$ cat src/rtl/lamp_ctrl_n.sv
`default_nettype none
// ============================================================================
// Module   : lamp_ctrl_n
// Purpose  : N-way lamp controller. Any accepted change on any wall switch
//            toggles the lamp. Each raw switch level is synchronised and
//            debounced before use. An optional auto-off timer switches the
//            lamp off after a period of switch inactivity. A force-off input
//            overrides everything else.
// Ports    : clk         - system clock, rising edge
//            rst_n       - asynchronous active-low reset
//            sw          - raw switch levels (asynchronous to clk)
//            force_off   - synchronous force-off, highest priority
//            F           - registered lamp drive
//            sw_stable   - debounced switch levels
//            toggle_evt  - one-cycle pulse when F toggles due to switches
//            timeout_evt - one-cycle pulse when auto-off clears F
// Revision : 1.0 - initial release
// ============================================================================
module lamp_ctrl_n #(
   parameter int N_SW    = 3,
   parameter int DEB_CYC = 8,
   parameter int TIMEOUT = 1000,
   parameter int TIMER_W = 16
) (
   input  logic            clk,
   input  logic            rst_n,
   input  logic [N_SW-1:0] sw,
   input  logic            force_off,
   output logic            F,
   output logic [N_SW-1:0] sw_stable,
   output logic            toggle_evt,
   output logic            timeout_evt
);

   localparam logic [7:0]         C_DEB_LAST = 8'(DEB_CYC - 1);
   localparam logic [7:0]         C_DEB_ONE  = 8'd1;
   localparam bit                 C_TMO_EN   = (TIMEOUT != 0);
   // Guarded so a disabled timer does not produce a negative constant.
   localparam logic [TIMER_W-1:0] C_TMO_LAST = TIMER_W'((TIMEOUT > 0) ? (TIMEOUT - 1) : 0);
   localparam logic [TIMER_W-1:0] C_TMR_ONE  = TIMER_W'(1);

   // Synchroniser, debounce and edge-detect state
   logic [N_SW-1:0]    sync1_q;
   logic [N_SW-1:0]    sync2_q;
   logic [N_SW-1:0]    stable_q;
   logic [N_SW-1:0]    stable_d;
   logic [N_SW-1:0]    stable_prev_q;
   logic [7:0]         cnt_q [N_SW];
   logic [7:0]         cnt_d [N_SW];

   // Lamp state
   logic               f_q;
   logic               f_d;
   logic [TIMER_W-1:0] timer_q;
   logic [TIMER_W-1:0] timer_d;
   logic               toggle_q;
   logic               toggle_d;
   logic               timeout_q;
   logic               timeout_d;

   logic [N_SW-1:0]    chg;
   logic               odd;

   // Per-bit debounce: a new synchronised level must persist for DEB_CYC
   // consecutive cycles before it replaces the stable level.
   always_comb begin
      stable_d = stable_q;
      cnt_d    = cnt_q;
      for (int i = 0; i < N_SW; i++) begin
         if (sync2_q[i] == stable_q[i]) begin
            cnt_d[i] = '0;
         end else if (cnt_q[i] == C_DEB_LAST) begin
            stable_d[i] = sync2_q[i];
            cnt_d[i]    = '0;
         end else begin
            cnt_d[i] = cnt_q[i] + C_DEB_ONE;
         end
      end
   end

   // An odd number of simultaneous edges flips the parity of the switch
   // word, so the lamp toggles; an even number leaves parity unchanged.
   assign chg = stable_q ^ stable_prev_q;
   assign odd = ^chg;

   always_comb begin
      f_d       = f_q;
      timer_d   = timer_q;
      toggle_d  = 1'b0;
      timeout_d = 1'b0;
      if (force_off) begin
         f_d     = 1'b0;
         timer_d = '0;
      end else if (|chg) begin
         // Switch activity beats a coinciding timeout expiry.
         timer_d = '0;
         if (odd) begin
            f_d      = ~f_q;
            toggle_d = 1'b1;
         end
      end else if (C_TMO_EN && f_q && (timer_q == C_TMO_LAST)) begin
         f_d       = 1'b0;
         timer_d   = '0;
         timeout_d = 1'b1;
      end else if (f_q) begin
         timer_d = timer_q + C_TMR_ONE;
      end else begin
         timer_d = '0;
      end
   end

   always_ff @(posedge clk or negedge rst_n) begin
      if (!rst_n) begin
         sync1_q       <= '0;
         sync2_q       <= '0;
         stable_q      <= '0;
         stable_prev_q <= '0;
         for (int i = 0; i < N_SW; i++) begin
            cnt_q[i] <= '0;
         end
         f_q           <= 1'b0;
         timer_q       <= '0;
         toggle_q      <= 1'b0;
         timeout_q     <= 1'b0;
      end else begin
         sync1_q       <= sw;
         sync2_q       <= sync1_q;
         stable_q      <= stable_d;
         stable_prev_q <= stable_q;
         for (int i = 0; i < N_SW; i++) begin
            cnt_q[i] <= cnt_d[i];
         end
         f_q           <= f_d;
         timer_q       <= timer_d;
         toggle_q      <= toggle_d;
         timeout_q     <= timeout_d;
      end
   end

   assign F           = f_q;
   assign sw_stable   = stable_q;
   assign toggle_evt  = toggle_q;
   assign timeout_evt = timeout_q;

endmodule
`default_nettype wire

$ cat config.mk
export PLATFORM = sky130hd
export DESIGN_NAME = lamp_ctrl_n
export DESIGN_NICKNAME = d
export VERILOG_FILES = /design/src/rtl/lamp_ctrl_n.sv
export SDC_FILE = /design/constraint.sdc
export NUM_CORES = 1
export LEC_CHECK = 0
export CORE_AREA = 2 2 73 75
export CTS_CLUSTER_SIZE = 30
export DETAILED_ROUTE_END_ITERATION = 10
export DIE_AREA = 0 0 75 77
export GPL_TIMING_DRIVEN = 0
export MAX_ROUTING_LAYER = met4
export PLACE_DENSITY_LB_ADDON = 0.3
export SYNTH_ARGS = -nofsm -noshare
export SYNTH_HDL_FRONTEND = slang
export SYNTH_SLANG_ARGS = --single-unit
$ cat constraint.sdc
create_clock -name clk -period 1.8 [get_ports clk]
set_input_delay 0.36 -clock clk [delete_from_list [all_inputs] [get_ports clk]]
set_output_delay 0.36 -clock clk [all_outputs]
set_load 0.05 [all_outputs]
==> impl_metrics.tcl <==
set metrics [dict create \
    root_buffer "clkbuf_8" \
    synth.net_count 238 \
    start_kind "register" \
    post_drt_via_cell_ratio 5.03 \
    cts.sinks 55 \
    cts_tree "done" \
    first_pass_iters 4 \
    die_h_um 77 \
    avgSynthCellArea_um2 10.8 \
    drt_wl_total_um 3810 \
    multi_input_area_um2 1070 \
    overflow 0 \
    drv_slew 0 \
    cts_inserted_buffers 5 \
    clk_pin_slew_worst_paths_ps 110 \
    area.growth.synth_to_final_pct 17.6 \
    design_power_total_mw 3.32 \
    finish.utilization 0.577 \
    synth_cells 227 \
    grt_use_total 0.157 \
    synthesis.area_um2 2440 \
    regArea_um2 1380 \
    arrival_ps 1990 \
    final_common_cell "dfrtp_1" \
    ir_worst_vdd_v 0.000762 \
    fin_skew_ps 4.97 \
    grt_antenna_before_repair 0 \
    drive_gt1_frac 0.169 \
    drt-wirelength-per-cell_um 11.8 \
    critPathKind "reg2reg" \
    end_kind "register" \
    slew_headroom 0.655 \
    ant_nets 0 \
    grt_first_pass_wirelength_um 6880 \
    power.density_nw_per_um2 1160 \
    hold_ws_ps 363 \
    cpMaxStageDelayCell "or4_1" \
    fp-row-count 26 \
    core_area_um2 4980 \
    grt_max_degree 42 \
    synth_top_area_cell "dfrtp_1" \
    layout_setup_ws_ps 21.3 \
    yosys_register_bits 55 \
    ys_warn_count 0 \
    fillers 440 \
    critical_path_required_ps 2010 \
    clock_path_buffers 2 \
    setup_viol 0 \
    p_leak_nw 1.22 \
    crit_fanout 5 \
    die_w_um 75 \
    grt_pass1_vias 1560 \
    hold_class "reg2reg" \
    period_needed_ps 1780 \
    synth_ff_type "dfrtp_1" \
    synth_top_cell_area_share 0.564 \
    max_stage_delay_ps 510 \
    synth_area_leaders "dfrtp_1, xnor2_1, nor2_1" \
    cap_violations 0 \
    period_share 0.988 \
    path_cells "or4_1, or3_4, o21ai_4, buf_6, nor2_1" \
    worstMarginPinSlew_ps 514 \
    port_buffers 11 \
    fin_area_um2 2870 \
    dpl.hpwl_um 2620 \
    nets 264 \
    async_reset_ff_frac 1.00 \
    post-place-ws_ps -104 \
    drt_iter0_markers 54 \
    num_vias 1629 \
    htreeDepth 2 \
    place_area_um2 2660 \
    die_area_um2 5780 \
    globalplace.congestion 0.832 \
    antennaDiodeCount 0 \
    synth_edf_count 0 \
    remaining_drc_errors 0 \
    max_freq_mhz 562 \
    hold_violations 0 \
    synth_cell_type_count 31 \
    initial_core_util 0.491 \
    insertion_delay_ps 310 \
    io_pins 12 \
    final_cell_mix "dfrtp_1, nor2_1, xnor2_1" \
    rsz0062_at_grt "true" \
    outcome "finished, final reports clean" \
    ys_seq_area_frac 0.564 \
]
## layer usage
metal,share of wire,track usage
met5,0,-
met4,0.015,0.0607
met3,0.030,0.0355
met2,0.47,0.224
met1,0.48,0.217
## synth_stat cells, types with 4 or more instances
library cell / n
or4_1: 6
nor2_1: 48
nand4_1: 5
inv_1: 7
and3_1: 4
xnor2_1: 28
nand3_1: 14
dfrtp_1: 55
ha_1: 5
a21oi_1: 4
xor2_1: 8
nand2_1: 7
nor3_1: 4
## area by class of cell
| cell class | instances | area share |
|---|---|---|
| Inverter | 7 | 0.00915 |
| Clock inverter | 3 | 0.0118 |
| Buffer | 1 | 0.00392 |
| Timing Repair Buffer | 21 | 0.0680 |
| Multi-Input combinational cell | 162 | 0.373 |
| Clock buffer | 5 | 0.0240 |
| Sequential cell | 55 | 0.479 |
| Tap cell | 70 | 0.0305 |
## through the flow
stage | cells | setup TNS, ps
floorplan | 227 | 0
CTS | 322 | 0
global placement | 308 | -71270
global route | 324 | -791
finish | 324 | 0
detailed placement | 309 | -1100
## worst max-delay path, delay by kind of cell, from the launching register on
family	cells	cell delay, ps
flops	1	400
simple gates	3	900
compound gates	1	200
buf+inv	1	170
## cell families after synthesis
kind of cell / Yosys count / share of synthesized area
muxes: 3 / 0.0138
xor gates and xnor gates: 36 / 0.129
adders and majority gates: 5 / 0.0256
DFF: 55 / 0.564
AOI/OAI and AO/OA: 11 / 0.0302
and+or+nand+nor: 107 / 0.219
buffers and inverters: 10 / 0.0184
## repair_timing
action	CTS	global route
buffers inserted	4	3
setup endpoints to repair	24	22
hold buffers	1	0
endpoints found under the hold margin	14	0
pin swaps	2	6
cloned	1	0
gates resized for setup	8	17
## power by group
group / internal (mW) / switching [mW] / total [mW]
logic: 0.431 / 0.610 / 1.04
clock network: 0.293 / 0.432 / 0.725
registers: 1.40 / 0.157 / 1.55
total: 2.12 / 1.20 / 3.32
## sequential cells by signal, summed over array words and instances, names as in the netlist
signal,cells
F,1
cnt_q,24
sw_stable,3
timeout_evt,1
stable_prev_q,3
sync1_q,3
timer_q,16
toggle_evt,1
sync2_q,3
## worst paths after layout
check / from / end / slack (ps) / cells past startpoint
hold / removal: sync1_q[0] / sync2_q[0] / 360 / 0
hold reg to reg: sync1_q[0] / sync2_q[0] / 360 / 0
setup reg to reg: timer_q[13] / timer_q[0] / 20 / 5
min in group asynchronous: rst_n / timer_q[9] / 490 / 2
max in group asynchronous: rst_n / stable_prev_q[1] / 800 / 3
setup / recovery: timer_q[13] / timer_q[0] / 20 / 5
Power figures use the tool's default switching activity.
